File: config.mk
export PLATFORM = sky130hd
export DESIGN_NAME = char_rx
export DESIGN_NICKNAME = d
export VERILOG_FILES = /design/src/rtl/char_rx_pkg.sv /design/src/rtl/rx_sync.sv /design/src/rtl/char_rx.sv
export SDC_FILE = /design/constraint.sdc
export NUM_CORES = 1
export LEC_CHECK = 0
export ABC_AREA = 1
export CELL_PAD_IN_SITES_DETAIL_PLACEMENT = 0
export CELL_PAD_IN_SITES_GLOBAL_PLACEMENT = 1
export CORE_MARGIN = 5
export CORE_UTILIZATION = 39
export DETAILED_ROUTE_END_ITERATION = 7
export HOLD_SLACK_MARGIN = 0.12
export PLACE_DENSITY_LB_ADDON = 0.1
export SLEW_MARGIN = 5
export SYNTH_ARGS = -nofsm -noshare
export SYNTH_HDL_FRONTEND = slang
export SYNTH_SLANG_ARGS = --single-unit
File: constraint.sdc
create_clock -name clk -period 1.2 [get_ports clk]
set_input_delay 0.24 -clock clk [delete_from_list [all_inputs] [get_ports clk]]
set_output_delay 0.24 -clock clk [all_outputs]
set_load 0.1 [all_outputs]
File: src/rtl/char_rx_pkg.sv
// Shared definitions for the serial character receiver and the pattern
// detector that consumes its character stream.
//   state_e      : 3-bit receiver state encoding
//   CHAR_R/CHAR_A: 7-bit ASCII codes used by the downstream detector
//   DATA_BITS    : number of data bits per character
package char_rx_pkg;

  typedef enum logic [2:0] {
    ST_IDLE    = 3'd0,
    ST_START   = 3'd1,
    ST_DATA    = 3'd2,
    ST_PARITY  = 3'd3,
    ST_STOP    = 3'd4,
    ST_WAIT_HI = 3'd5
  } state_e;

  localparam logic [6:0] CHAR_R    = 7'h52;
  localparam logic [6:0] CHAR_A    = 7'h41;
  localparam int         DATA_BITS = 7;

endpackage

File: src/rtl/rx_sync.sv
// Two-flop synchronizer for the asynchronous serial line.
//   clk : receiver clock
//   rst : asynchronous active-low reset; both flops reset to 1 (idle line)
//   d   : asynchronous input
//   q   : synchronized output
module rx_sync (
  input  logic clk,
  input  logic rst,
  input  logic d,
  output logic q
);

  logic [1:0] ff_q;

  always_ff @(posedge clk or negedge rst) begin
    if (!rst) begin
      ff_q <= 2'b11;
    end else begin
      ff_q <= {ff_q[0], d};
    end
  end

  assign q = ff_q[1];

endmodule

File: src/rtl/char_rx.sv
// Serial receiver for 7-bit characters: start bit, 7 data bits LSB first,
// optional even-parity bit, one stop bit.
//   CLKS_PER_BIT : clock cycles per bit period (even, >= 4)
//   PARITY_EN    : 1 = an even-parity bit follows the data bits
//   clk          : clock
//   rst          : asynchronous active-low reset
//   rx           : asynchronous serial line, idle high
//   char_out     : last accepted character, held until the next one
//   char_valid   : one-cycle strobe for a newly accepted char_out
//   frame_err    : one-cycle strobe when the stop bit is sampled low
//   parity_err   : one-cycle strobe on parity mismatch (PARITY_EN=1 only)
module char_rx
  import char_rx_pkg::*;
#(
  parameter int CLKS_PER_BIT = 16,
  parameter bit PARITY_EN    = 1'b0
) (
  input  logic       clk,
  input  logic       rst,
  input  logic       rx,
  output logic [6:0] char_out,
  output logic       char_valid,
  output logic       frame_err,
  output logic       parity_err
);

  localparam int             BW        = $clog2(CLKS_PER_BIT);
  localparam logic [BW-1:0]  FULL_LAST = BW'(CLKS_PER_BIT - 1);
  localparam logic [BW-1:0]  HALF_LAST = BW'(CLKS_PER_BIT / 2 - 1);

  logic          rx_s;
  state_e        state_q, state_d;
  logic [BW-1:0] baud_q, baud_d;
  logic [2:0]    bit_q, bit_d;
  logic [6:0]    shift_q, shift_d;
  logic          par_bad_q, par_bad_d;
  logic [6:0]    char_q, char_d;
  logic          valid_q, valid_d;
  logic          ferr_q, ferr_d;
  logic          perr_q, perr_d;
  logic          tick;

  rx_sync u_sync (
    .clk (clk),
    .rst (rst),
    .d   (rx),
    .q   (rx_s)
  );

  // START waits half a bit to land in the middle of the start bit; every
  // later sample is one full bit period after the previous one.
  assign tick = (state_q == ST_START) ? (baud_q == HALF_LAST)
                                      : (baud_q == FULL_LAST);

  always_comb begin
    state_d   = state_q;
    baud_d    = baud_q;
    bit_d     = bit_q;
    shift_d   = shift_q;
    par_bad_d = par_bad_q;
    char_d    = char_q;
    valid_d   = 1'b0;
    ferr_d    = 1'b0;
    perr_d    = 1'b0;

    case (state_q)
      ST_IDLE: begin
        baud_d = '0;
        if (!rx_s) begin
          state_d   = ST_START;
          bit_d     = '0;
          par_bad_d = 1'b0;
        end
      end

      ST_START: begin
        if (tick) begin
          baud_d  = '0;
          // a start bit that has gone high again by mid-bit is a glitch
          state_d = rx_s ? ST_IDLE : ST_DATA;
        end else begin
          baud_d = baud_q + 1'b1;
        end
      end

      ST_DATA: begin
        if (tick) begin
          baud_d  = '0;
          shift_d = {rx_s, shift_q[6:1]};
          bit_d   = bit_q + 1'b1;
          if (bit_q == 3'(DATA_BITS - 1)) begin
            state_d = PARITY_EN ? ST_PARITY : ST_STOP;
          end
        end else begin
          baud_d = baud_q + 1'b1;
        end
      end

      ST_PARITY: begin
        if (tick) begin
          baud_d    = '0;
          par_bad_d = (^shift_q) ^ rx_s;
          state_d   = ST_STOP;
        end else begin
          baud_d = baud_q + 1'b1;
        end
      end

      ST_STOP: begin
        if (tick) begin
          baud_d = '0;
          if (rx_s) begin
            state_d = ST_IDLE;
            if (par_bad_q) begin
              perr_d = 1'b1;
            end else begin
              char_d  = shift_q;
              valid_d = 1'b1;
            end
          end else begin
            // framing error wins over any parity error in the same frame
            ferr_d  = 1'b1;
            state_d = ST_WAIT_HI;
          end
        end else begin
          baud_d = baud_q + 1'b1;
        end
      end

      ST_WAIT_HI: begin
        // a held-low line (break) must not be mistaken for new start bits
        baud_d = '0;
        if (rx_s) begin
          state_d = ST_IDLE;
        end
      end

      default: begin
        state_d = ST_IDLE;
        baud_d  = '0;
      end
    endcase
  end

  always_ff @(posedge clk or negedge rst) begin
    if (!rst) begin
      state_q   <= ST_IDLE;
      baud_q    <= '0;
      bit_q     <= '0;
      shift_q   <= '0;
      par_bad_q <= 1'b0;
      char_q    <= 7'h00;
      valid_q   <= 1'b0;
      ferr_q    <= 1'b0;
      perr_q    <= 1'b0;
    end else begin
      state_q   <= state_d;
      baud_q    <= baud_d;
      bit_q     <= bit_d;
      shift_q   <= shift_d;
      par_bad_q <= par_bad_d;
      char_q    <= char_d;
      valid_q   <= valid_d;
      ferr_q    <= ferr_d;
      perr_q    <= perr_d;
    end
  end

  assign char_out   = char_q;
  assign char_valid = valid_q;
  assign frame_err  = ferr_q;
  assign parity_err = perr_q;

endmodule

# --- Word-level counts from Yosys, hierarchy flattened ---
# Cells that the tools add are included.
classes:
  mux: 30
  add_sub_neg: 2
  n_eq_ne: 15
  reduce_logical: 10
  bitwise_logic: 2
op_table:
  columns: ["cell", "n"]
  rows:
  - ["$mux 3", 10]
  - ["$pmux 3 s6", 1]
  - ["$mux 1", 14]
  - ["$ne 2x2->1 const B", 6]
  - ["$eq 3x3->1 const B", 3]
  - ["$mux 4", 2]
  - ["$reduce_and 7->1", 1]
  - ["$reduce_xor 7->1", 1]
  - ["$eq 3x2->1 const B", 2]
  - ["$pmux 3 s2", 1]
  - ["$reduce_and 3->1", 2]
  - ["$add 4x1->4 const B", 1]
  - ["$eq 4x3->1 const B", 1]
  - ["$eq 4x4->1 const B", 1]
  - ["$reduce_and 4->1", 1]
  - ["$reduce_bool 2->1", 2]
  - ["$reduce_or 4->1", 1]
  - ["$add 3x1->3 const B", 1]
  - ["$eq 3x1->1 const B", 1]
  - ["$logic_not 3->1", 1]
  - ["$mux 2", 1]
  - ["$ne 2x1->1 const B", 1]
  - ["$pmux 1 s2", 1]
  - ["$reduce_and 2->1", 1]
  - ["other kinds (2)", 2]
totals:
  ff_bits: 30
  in_bits: 3
  elab_cells: 69

# --- Logic depth before layout (Yosys ltp) ---
# Gate-level depths: netlist of run 1.
logic_depth:
  ltp_word: 4
  mapped_depth: 10
  depth_no_buf: 10

# --- Modules after synthesis ---
# From an unflattened synthesis of run 1, not the netlist that was laid out.
hier_totals:
  hier_cells: 194
  hier_area_um2: 1531.5
by_module_without_submodules:
  columns: ["mod", "n_inst", "area_per_inst_um2", "cells_per_inst", "seq_area_each_um2"]
  rows:
  - ["char_rx", 1, 1478.9, 192, 700.7]
  - ["rx_sync", 1, 52.6, 2, 52.6]

# --- Worst setup path after synthesis of run 1 ---
# OpenSTA, ideal clock, no wires.
synth_path:
  path_kind: "reg-to-reg"
  startpoint: "register state_q[2]"
  endpoint: "register char_q[4], in the netlist char_out[4]"
  stages_incl_launch_ff: 10
  synth_period_minus_slack_ns: 1.355
  path_buffers: 1
  slack_ns: -0.155
  required_ns: 1.079
  arrival_time_ns: 1.233
  setup_ns: 0.121
  cell_sequence: "dfrtp_1 inv_2 nand3_2 nand2_2 nand3_4 inv_4 nand2_4 buf_6 nand2_2 o21ai_2"
synth_via:
  elab_chain_len: 3
  elab_cells_between_ends: 4
  cone_classes: "eq/ne (2); mux (1); reduce/logical (1)"
synth_rtl:
  columns: ["element", "line_no", "rtl"]
  rows:
  - ["from (decl)", "char_rx.sv:32", "state_e state_q, state_d;"]
  - ["from (signal assigned)", "char_rx.sv:157", "state_q <= state_d;"]
  - ["$eq 3x1->1", "char_rx.sv:52", "assign tick = (state_q == ST_START) ? (baud_q == HALF_LAST)"]
  - ["$mux 1", "char_rx.sv:52", null]
  - ["$reduce_and 4->1 (no source line) (*)", null, null]
  - ["to (signal assigned)", "char_rx.sv:162", "char_q <= char_d;"]
  - ["to (decl)", "char_rx.sv:37", "logic [6:0] char_q, char_d;"]
# Every way passes the cells marked *; elsewhere a longest branch is shown, timed or not.
# A chain may end at the register's enable or synchronous reset.

# --- Final worst setup path of run 1 ---
layout_path:
  startpoint: "register state_q[1]"
  endpoint: "register shift_q[2]"
layout_via:
  elab_chain_len: 3
  elab_cells_between_ends: 4
  cone_classes: "eq/ne (2); mux (1); reduce/logical (1)"
layout_rtl:
  columns: ["element", "line_no", "rtl"]
  rows:
  - ["$eq 3x1->1", "char_rx.sv:52", null]
  - ["$mux 1", "char_rx.sv:52", null]
  - ["$reduce_and 2->1 (no source line) (*)", null, null]
  - ["to (signal assigned)", "char_rx.sv:160", "shift_q <= shift_d;"]
  - ["to (decl)", "char_rx.sv:35", "logic [6:0] shift_q, shift_d;"]
# Marks and branches as above.

==> impl_metrics.toml, run 1 <==
[power_and_ir_drop]
powerDensity_nw_per_um2 = 1340
pwr-share-clk_pct = 26.8
power.leakage_nw = 1.12
seqPwrFrac_pct = 37.8
pwr-share-comb_pct = 35.4
peakVddDrop_mv = 0.870
switching_share_pct = 33.5
p_switching_mw = 1.03
internal_power_mw = 2.05

[routing]
wire_per_inst_um = 12.0
routed_wl_um = 3410
vias = 1331
viasPerCell = 4.67
drc_errors = 0
ant_nets = 0
drtIter0Drc = 58
drt-pass1-iter-count = 4

[critical_path]
r2r_start = "state_q[1]"
crit_fanout = 8
rrSetupSlack_ns = -0.14
critical_path_class = "register to register"
end_kind = "register"
crit_path_start_kind = "register"
arrival_ns = 1.50
reg2reg_depth = 7
r2r_end = "shift_q[2]"
cp.required_ns = 1.36

[sta]
finalHoldViolCount = 0
setup-tns-final_ns = -2.55
fmax_mhz = 748
slew_headroom_pct = 82.8
setup-violations-final = 25
drv_slew = 0
fin_crit_ns = 1.34
rsz0062_at_grt = "true"
post-route-period-util_pct = 111
layout_setup_ws_ns = -0.138
tightest_slew_ns = 0.257
clock_skew_ns = 0.00198

[die]
initial_core_util_pct = 39.8
core_area_um2 = 3940
die_w_um = 73.4
io_pins = 13
rows = 23
design.die.area_um2 = 5390
die_h_um = 73.4

[placement]
dp_hpwl_um = 2340
gp_congestion = 0.813
numPortBuffers = 12
dp_slack_ns = -0.159
post_dp_cell_area_um2 = 2020

[cells_and_area]
drive_gt1_share_pct = 41.3
diodes = 0
syn_to_final_growth_pct = 45.8
fin_util_pct = 58.0
final_cell_mix = "nand2_1, dfrtp_1, buf_4, inv_1, nand2_2"
final_common_cell = "nand2_1"
nNetsFinal = 240
final_cell_area_um2 = 2290

[grt]
grt_max_degree = 31
antenna_found_initial = 0
grt_use_total_pct = 14.0
gr-total-overflow = 0
grt_pass1_vias = 1368
grt_first_pass_wirelength_um = 5800

[synthesis]
syn_inst = 186
ys_types = 26
synth_nets = 192
yosysWarnings = 0
synth-edff-count = 0
ys_async_sr_fraction_pct = 100
ys_seq_area_share_pct = 48.0
synthFlopType = "dfrtp_1"
avgSynthCellArea_um2 = 8.44
synth-seq-cells = 30
synth_area_um2 = 1570

[clocking]
htree_levels = 2
cts_buffers = 5
cts_buffer_depth = 2
cts.sinks = 30
clk_latency_ns = 0.28
clkTransAtPathRegs_ns = 0.06
clockRootBuffer = "clkbuf_8"
cts_tree = "yes"

[outcome]
violations = "negative setup slack"
status = "complete, but fails checks"

[run]
cap_violations = 0

[hold_path]
hold_class = "primary input to asynchronous set/reset pin"
[cell usage after synthesis (3+ instances only)]
cell type	number	share of area (%)
inv_1	23	5.5
nand3_1	8	2.6
nor2_1	13	3.1
dfrtp_1	28	45
nand2_2	7	2.8
nor2_4	4	2.9
o21ai_2	8	4.5
o21ai_0	8	2.6
nand2_1	60	14
ha_1	3	2.4
nor3_1	4	1.3
inv_2	3	0.72
[critical path, cell delays in order (launching register included)]
cell and delay, ns:
dfrtp_1 0.39, inv_2 0.11, nand3_2 0.10, nand2_2 0.08, nand3_4 0.14, nor2_4 0.17
clkbuf_16 0.18, o21ai_1 0.06
[final cells by class]
type	count	area, µm²
Clock buffer	7	86.3
Clock inverter	1	5.00
Fill cell	341	1660
Inverter	27	106
Multi-Input combinational cell	126	754
Sequential cell	30	754
Tap cell	50	62.6
Timing Repair Buffer	44	518
[cell families after synthesis]
family | Yosys count | share of synthesized area [%]
XOR/XNOR | 3 | 1.67
flip-flops | 30 | 48.0
adder cells (fa/ha/maj) | 3 | 2.39
AND/OR/NAND/NOR | 102 | 31.7
buffers and inverters | 30 | 8.37
AO/OA/AOI/OAI | 18 | 7.89
[what timing repair did]
action	in CTS	in global routing
endpoints found under the setup margin	25	27
hold buffers	0	0
gates resized for setup	11	16
gates cloned	0	1
pin swaps	0	6
buffers inserted	1	7
[metrics by stage]
stage               hold WS, ns  std cells  total power, mW
finish                    0.321        285             3.08
global route              0.350        285             3.30
CTS                       0.329        277             2.91
detailed placement        0.347        268             2.01
global placement          0.347        268             2.00
floorplan               -0.0556        186             1.68
[worst max path at each step]
stage,to,startpoint
detailed placement,state_q[2],state_q[0]
finish,shift_q[2],state_q[1]
CTS,char_out[1],state_q[0]
floorplan,char_out[4],state_q[2]
global placement,char_out[0],state_q[1]
global route,state_q[0],state_q[0]
[sequential cells by signal, summed over array words and instances (netlist names), 2 cells and up]
signal	count
state_q	3
u_sync.ff_q	2
baud_q	4
char_out	7
bit_q	3
shift_q	7
[layer usage]
layer  wire length, µm  track usage, %  vias to the layer above
li1                  -               -                      671
met1              1370            14.8                      632
met2              1870            25.8                       26
met3               148            4.65                        2
met4                24            4.43                        0
met5                 0               0                        -
[power by group through the flow]
stage | Sequential [mW] | Clock [mW] | Combinational (mW)
global route | 1.17 | 0.904 | 1.22
floorplan | 1.18 | 0 | 0.505
CTS | 1.16 | 0.854 | 0.897
detailed placement | 1.18 | 0 | 0.835
finish | 1.16 | 0.826 | 1.09
global placement | 1.17 | 0 | 0.829
Power figures use the tool's default switching activity.
==> run 2: changes to the inputs <==
Settings changed: CORE_MARGIN 5 to default.
==> run 2 against run 1 <==
The run still ends with negative setup slack left; sequential power barely moved; worst setup slack got worse by 0.084 ns; total power rose by 11%; flip-flop and latch count did not move; global-route usage rose by 5.5 points; clock skew rose by 0.0056 ns; fmax fell by 5.9%; largest power group is now combinational logic; combinational power rose by 12%; utilization rose by 3.3 points; sequential share of layout area fell by 0.29 points; hold slack got worse by 0.0068 ns.
==> impl_metrics.toml, run 2 (synthesized netlist as in run 1, its figures left out) <==
[routing]
drc_errors = 0
wire_per_inst_um = 12.3
drtIter0Drc = 92
vias = 1351
ant_nets = 0
routed_wl_um = 3510
drt-pass1-iter-count = 4
viasPerCell = 4.72

[outcome]
status = "complete, but fails checks"
violations = "negative setup slack"

[cells_and_area]
drive_gt1_share_pct = 42.4
seqCellArea_um2 = 756
final_cell_area_um2 = 2310
nFillCells = 310
finalNonFillerCells = 286
final_cell_mix = "nand2_1, buf_4, dfrtp_1, inv_1"
multiInputGateArea_um2 = 771
nNetsFinal = 243
diodes = 0
fin_util_pct = 61.3
syn_to_final_growth_pct = 47.3
final_common_cell = "nand2_1"

[die]
io_pins = 13
design.die.area_um2 = 4280
initial_core_util_pct = 41.6
die_w_um = 65.4
core_area_um2 = 3770
die_h_um = 65.4
rows = 22

[clocking]
cts_tree = "yes"
cts_buffer_depth = 2
htree_levels = 2
cts_buffers = 5
clk_latency_ns = 0.29
clkTransAtPathRegs_ns = 0.06
clockRootBuffer = "clkbuf_8"
cts.sinks = 30

[critical_path]
crit_chain = "buf_4, o21ai_0, nand2_2, nand2_1, nand2_1, nand2_1, nand2_1"
cpMostUsedCell = "nand2_1"
reg2reg_depth = 7
rrSetupSlack_ns = -0.22
r2r_end = "state_q[1]"
end_kind = "register"
r2r_start = "state_q[0]"
critPathSlowestCell = "dfrtp_2"
crit_path_max_incr_delay_ns = 0.44
crit_path_start_kind = "register"
cp.required_ns = 1.38
crit_fanout = 4
arrival_ns = 1.60
critical_path_class = "register to register"

[sta]
slew_headroom_pct = 80.7
fmax_mhz = 704
rsz0062_at_grt = "true"
hold_ws_ns = 0.314
post-route-period-util_pct = 118
setup-violations-final = 27
drv_slew = 0
fin_crit_ns = 1.42
finalHoldViolCount = 0
tightest_slew_ns = 0.286
layout_setup_ws_ns = -0.221
clock_skew_ns = 0.00755

[run]
cap_violations = 0

[grt]
grt_use_total_pct = 19.4
grt_pass1_vias = 1333
grt_first_pass_wirelength_um = 6010
grt_max_degree = 31
antenna_found_initial = 0
gr-total-overflow = 0

[placement]
gp_congestion = 0.867
numPortBuffers = 12
place_inst = 265
dp_hpwl_um = 2310
post_dp_cell_area_um2 = 2010

[power_and_ir_drop]
power.leakage_nw = 1.14
peakVddDrop_mv = 0.727
powerDensity_nw_per_um2 = 1480

[hold_path]
hold_class = "primary input to asynchronous set/reset pin"
==> run 2: cell type report <==
type / instances / area share (%)
inverter: 27 / 4.49
tap: 48 / 2.60
timing repair buffer: 46 / 21.8
sequential: 30 / 32.7
clock inverter: 1 / 1.30
clock buffer: 7 / 3.74
multi-input combinational: 127 / 33.4
==> run 2: power by group <==
part           switching [mW]  leakage [nW]  total, mW  internal, mW
registers              0.0620         0.405       1.15          1.09
clock network           0.382        0.0585       1.06         0.676
logic                   0.644         0.678       1.22         0.572
total                    1.09          1.14       3.43          2.34
==> run 2: repair_timing <==
action                                  4_1_cts  5_1_grt
endpoints found under the setup margin       24       28
pin swaps                                     3        5
hold buffers                                  0        0
cloned                                        1        0
gates resized for setup                      16       10
setup buffers                                 7        5
==> run 2: layer usage <==
| metal | wire length, µm | global-route usage [%] | vias to the layer above |
|---|---|---|---|
| li1 | - | - | 681 |
| met5 | 0 | 0 | - |
| met2 | 1760 | 31.1 | 26 |
| met3 | 117 | 5.73 | 13 |
| met4 | 132 | 13.6 | 0 |
| met1 | 1510 | 22.1 | 631 |
==> run 2: worst max path at each step <==
stage	from	to	slack, ns	cells after the start
after floorplan	state_q[2]	char_out[4]	-0.15	9
after global placement	state_q[0]	state_q[2]	-0.13	7
after detailed placement	state_q[0]	char_out[1]	-0.16	8
after CTS	state_q[0]	shift_q[6]	-0.12	7
after global routing	state_q[0]	state_q[2]	-0.31	7
final	state_q[0]	state_q[1]	-0.22	7
==> run 2: stage by stage <==
| step | setup WS (ns) | setup TNS [ns] | power [mW] |
|---|---|---|---|
| floorplan | -0.155 | -1.90 | 1.68 |
| global placement | -0.135 | -2.16 | 2.01 |
| detailed placement | -0.165 | -2.76 | 2.02 |
| CTS | -0.119 | -2.19 | 3.26 |
| global route | -0.313 | -5.56 | 3.64 |
| finish | -0.221 | -3.11 | 3.43 |
==> run 2: worst max-delay path, delay by kind of cell (launching register included) <==
| family | cells | cell delay [ns] |
|---|---|---|
| buf+inv | 1 | 0.15 |
| compound gates | 1 | 0.25 |
| flops | 1 | 0.44 |
| simple gates | 5 | 0.48 |
==> run 3: changes to the inputs <==
Settings changed: CORE_MARGIN from default to 2, SETUP_SLACK_MARGIN from default to 0.02.
==> run 3 against run 2 <==
The run still ends with negative setup slack left; final area fell by 0.16%; sequential share of layout area barely moved; critical path depth rose by 1; flip-flop and latch count did not move; via count fell by 2.7%; combinational power fell by 11%; critical path type unchanged; critical endpoint is now char_out[4]; largest power group is now registers.
==> impl_metrics.toml, run 3 (synthesized netlist as in run 1, its figures left out) <==
[clocking]
clk_latency_ns = 0.28
cts_tree = "yes"
cts.sinks = 30
htree_levels = 2
cts_buffer_depth = 2
cts_buffers = 5
clkTransAtPathRegs_ns = 0.06
clockRootBuffer = "clkbuf_8"

[grt]
gr-total-overflow = 0
grt_pass1_vias = 1363
antenna_found_initial = 0
grt_max_degree = 31
grt_first_pass_wirelength_um = 5670
grt_use_total_pct = 17.0

[placement]
numPortBuffers = 12
place_inst = 268
post_dp_cell_area_um2 = 2020
gp_congestion = 0.907
dp_hpwl_um = 2220

[sta]
tightest_slew_ns = 0.222
drv_slew = 0
setup-tns-final_ns = -3.36
fmax_mhz = 718
slew_headroom_pct = 85.2
layout_setup_ws_ns = -0.193
finalHoldViolCount = 0
clock_skew_ns = 0.00636
setup-violations-final = 25
fin_crit_ns = 1.39
rsz0062_at_grt = "true"
post-route-period-util_pct = 116

[cells_and_area]
drive_gt1_share_pct = 46.6
nNetsFinal = 240
seqCellArea_um2 = 754
diodes = 0
nFillCells = 336
finalNonFillerCells = 284
final_cell_mix = "nand2_1, dfrtp_1, buf_4, nand2_2, inv_1"
final_cell_area_um2 = 2310
multiInputGateArea_um2 = 795
final_common_cell = "nand2_1"
fin_util_pct = 58.5
syn_to_final_growth_pct = 47.0

[power_and_ir_drop]
pwr-share-clk_pct = 26.3
internal_power_mw = 2.03
powerDensity_nw_per_um2 = 1320
switching_share_pct = 33.4
seqPwrFrac_pct = 38.2
p_switching_mw = 1.02
power.leakage_nw = 1.15
pwr-share-comb_pct = 35.4
peakVddDrop_mv = 0.806

[critical_path]
arrival_ns = 1.55
end_kind = "register"
critical_path_class = "register to register"
crit_path_start_kind = "register"
crit_fanout = 8
cp.required_ns = 1.36

[die]
die_h_um = 67.4
io_pins = 13
die_w_um = 67.4
core_area_um2 = 3940
rows = 23
initial_core_util_pct = 39.8
design.die.area_um2 = 4550

[routing]
route.met2.wl_um = 1860
drtIter0Drc = 46
wl_met1_um = 1420
dr_wl_met3_um = 115
route.top_layer_used = "met4"
wire_per_inst_um = 12.1
routed_wl_um = 3430
drc_errors = 0
ant_nets = 0
viasPerCell = 4.63
drt-pass1-iter-count = 4
vias = 1314

[outcome]
violations = "negative setup slack"
status = "complete, but fails checks"

[run]
cap_violations = 0

[hold_path]
hold_class = "primary input to asynchronous set/reset pin"
run 3: cell count changes in the layout (fill, tap and decap cells not counted), sizes merged:
cell    delta
buf        -4
bufinv     -1
clkbuf     +1
run 3: path summary, 6_finish.rpt:
| check | slack [ns] | cells past startpoint | to | start |
|---|---|---|---|---|
| worst max-delay path | -0.19 | 8 | char_out[4] | state_q[0] |
| worst min-delay path | 0.33 | 2 | shift_q[3] | rst |
| worst max register to register | -0.19 | 8 | char_out[4] | state_q[0] |
| worst min register to register | 0.36 | 0 | u_sync.ff_q[1] | u_sync.ff_q[0] |
| max in group asynchronous | 0.64 | 2 | u_sync.ff_q[1] | rst |
| min in group clk | 0.36 | 0 | u_sync.ff_q[1] | u_sync.ff_q[0] |
run 3: layout make-up:
class / count / area share [%]
Clock buffer: 7 / 3.74
Inverter: 27 / 4.61
Multi-Input combinational cell: 127 / 34.4
Sequential cell: 30 / 32.7
Tap cell: 50 / 2.71
Timing Repair Buffer: 43 / 21.8
run 3: timing repair:
action                                  4_1_cts  5_1_grt
pin swaps                                     2        0
resized for setup                            15       23
endpoints found under the setup margin       25       28
hold buffers                                  0        0
buffers inserted                              1        6
cloned                                        0        2
run 3: metal layers:
metal | vias to the layer above | GRT usage, %
li1 | 668 | -
met1 | 629 | 18.0
met2 | 15 | 32.1
met3 | 2 | 4.67
met4 | 0 | 5.61
met5 | - | 0
run 3: power groups by stage:
stage,sequential (mW),clock (mW),combinational (mW)
3_5_place_dp,1.18,0,0.838
3_3_place_gp,1.17,0,0.830
6_report,1.16,0.802,1.08
5_1_grt,1.17,0.905,1.20
2_1_floorplan,1.18,0,0.505
4_1_cts,1.16,0.843,0.915
run 3: metrics by stage:
step	hold WS, ns	worst slack, ns	power [mW]
floorplan	-0.0556	-0.155	1.68
global placement	0.347	-0.120	2.00
detailed placement	0.347	-0.164	2.01
CTS	0.326	-0.143	2.92
global route	0.326	-0.273	3.28
finish	0.328	-0.193	3.05
run 3: worst max-delay path, stage by stage, from the launching register on:
cell and delay [ns]:
dfrtp_2 0.45, inv_2 0.10, nand2_2 0.10, nor2_4 0.12, nand2_2 0.08, nor2_4 0.20
nand2_8 0.11, nand2_2 0.07, o21ai_2 0.05
==> RTL change: new RTL, flow settings as in run 1 <==
`shift_q` no longer has a reset.
--- a/src/rtl/char_rx.sv
+++ b/src/rtl/char_rx.sv
@@ -147,7 +147,6 @@
       state_q   <= ST_IDLE;
       baud_q    <= '0;
       bit_q     <= '0;
-      shift_q   <= '0;
       par_bad_q <= 1'b0;
       char_q    <= 7'h00;
       valid_q   <= 1'b0;
@@ -157,13 +156,16 @@
       state_q   <= state_d;
       baud_q    <= baud_d;
       bit_q     <= bit_d;
-      shift_q   <= shift_d;
       par_bad_q <= par_bad_d;
       char_q    <= char_d;
       valid_q   <= valid_d;
       ferr_q    <= ferr_d;
       perr_q    <= perr_d;
     end
+  end
+
+  always_ff @(posedge clk) begin
+    shift_q <= shift_d;
   end
 
   assign char_out   = char_q;
Function: no difference found for any inputs over 10 cycles, from zero or initial values and one cycle with rst low; that may be too few to reach the edited logic, so the function may still have changed.
==> RTL change against run 1 <==
Critical path depth is the same. Sequential cell count stayed put. Total power increased by 9.7%. Largest power group is now combinational logic. The flow still finishes with violations (setup timing). Non-clock buffer count fell by 5. Fmax shrank 4.3%. Setup slack got worse by 60 ps. Cell area fell by 6.2%. Routed wire length fell by 14%. Area after synthesis shrank 4.9%.
==> RTL change: results (changes against run 1) <==
H-tree Lvls 2 (unchanged); HP Class in2async; syn_nets 178 (-7.3%); DRT iter0 DRCs 32 (-45%); asr flop ratio synth 0.767 (-0.233); Layout fillers 335 (-1.8%); Final WS setup -198 ps (-60.3 ps); critical-path maximum fanout 7 (-1); Worst-Margin Slew 194 ps (-62.8 ps); switching part of the total power 0.352 (+0.0178); CTS clk-pin slew, worst paths 70 ps; GRT Resource Usage Total 0.136 (-0.00376); failing checks setup timing; largest stage delay on the critical path 440 ps (+50 ps); EDFF count, synth 7 (+7); synth warn 0 (unchanged); Bufs on Longest Clock Path 2 (unchanged); Clock Latency Late Sink 280 ps (about the same); first-pass GRT wire length 5430 um (-6.4%); sequential cell area fraction in the yosys report 0.529 (+0.0485); Fin Clk Skew 5.31 ps (+3.33 ps); Port Buf Inserts 12 (unchanged); Static Leak 1.09 nW (-2.4%); wire length per cell 11.1 um (-7.4%); Area contributors post-synth dfrtp_1 (35%), edfxtp_1 (14%), nand2_1 (14%); CP arrival 1390 ps (-110 ps); pin count of the biggest net entering global routing 24 (-23%); vias in the first global route 1249 (-8.7%); post-placement worst setup slack -206 ps (-47.4 ps); status finished, violations left; Net count, final 223 (-7.1%); synth unique cells 25 (-3.8%); Worst VDD drop 1.19 mV (+37%); initial antenna violation count 0 (unchanged); synth cell count leaders nand2_1 (54), inv_1 (26), dfrtp_1 (21), nand3_1 (13), nor2_1 (8); CTS buffer count 5 (unchanged); Slowest-stage cell, CP dfrtp_2; First-pass DRT Iterations 4 (unchanged); DP Wirelength 2300 um (-1.5%); clk root buf clkbuf_8; ANT cells 0 (unchanged); Worst setup startpoint state_q[2]; routed vias/inst 4.61 (-1.2%); final setup fails 26 (+4.0%); RePlAce Congestion 0.786 (-3.3%); share of layout cells above drive strength 1 0.404 (-0.00910); crit-path leading delay family simple AND/OR/NAND/NOR gates; setup TNS -3590 ps (-1040 ps)
RTL change: area by class of cell:
cell class,instances,area (um2),area share
flip-flops and latches,30,791,0.369
multi-input cells,113,644,0.300
well taps,48,60.1,0.0280
repair buffers,39,439,0.205
clock inverters,2,12.5,0.00583
inverters,28,115,0.0537
clock buffers,6,82.6,0.0385
RTL change: cells by family (layout without fill, tap and decap cells):
kind of cell               after synthesis  in the layout  share of synthesized area
and+or+nand+nor                         97             97                      0.305
DFF                                     30             30                      0.529
buffers and inverters                   29             75                     0.0797
AOI/OAI and AO/OA                       12             12                     0.0554
adders and majority gates                3              3                     0.0252
xor gates and xnor gates                 1              1                    0.00587
RTL change: worst paths after layout:
kind                             endpoint  slack (ps)  cells past startpoint
setup reg to reg               shift_q[2]        -200                      7
setup / recovery               shift_q[2]        -200                      7
hold / removal                 parity_err         310                      2
min in group clk           u_sync.ff_q[1]         360                      0
max in group asynchronous  u_sync.ff_q[0]         660                      2
hold reg to reg            u_sync.ff_q[1]         360                      0
RTL change: repair_timing:
item,in CTS,in global routing
buffers inserted,1,0
resized for setup,18,4
cloned,0,0
setup endpoints to repair,27,28
pin swaps,9,0
RTL change: stage by stage:
| step | util | instances | cell area [um2] |
|---|---|---|---|
| floorplan | - | 172 | 1500 |
| global placement | 0.537 | 257 | 1980 |
| detailed placement | 0.537 | 257 | 1980 |
| CTS | 0.578 | 266 | 2130 |
| global route | 0.581 | 266 | 2140 |
| finish | 0.581 | 266 | 2140 |
RTL change: layer usage:
metal	up-vias	track usage	wire length, um
li1	632	-	-
met1	570	0.154	1260
met2	19	0.232	1500
met3	6	0.0351	120
met4	0	0.0752	66
met5	-	0	0
RTL change: power by group through the flow:
stage / clock network, mW / registers, mW / logic, mW
2_1_floorplan: 0 / 1.26 / 0.700
3_3_place_gp: 0 / 1.25 / 1.18
3_5_place_dp: 0 / 1.26 / 1.19
4_1_cts: 0.870 / 1.25 / 1.25
5_1_grt: 0.928 / 1.28 / 1.47
6_report: 0.832 / 1.27 / 1.28
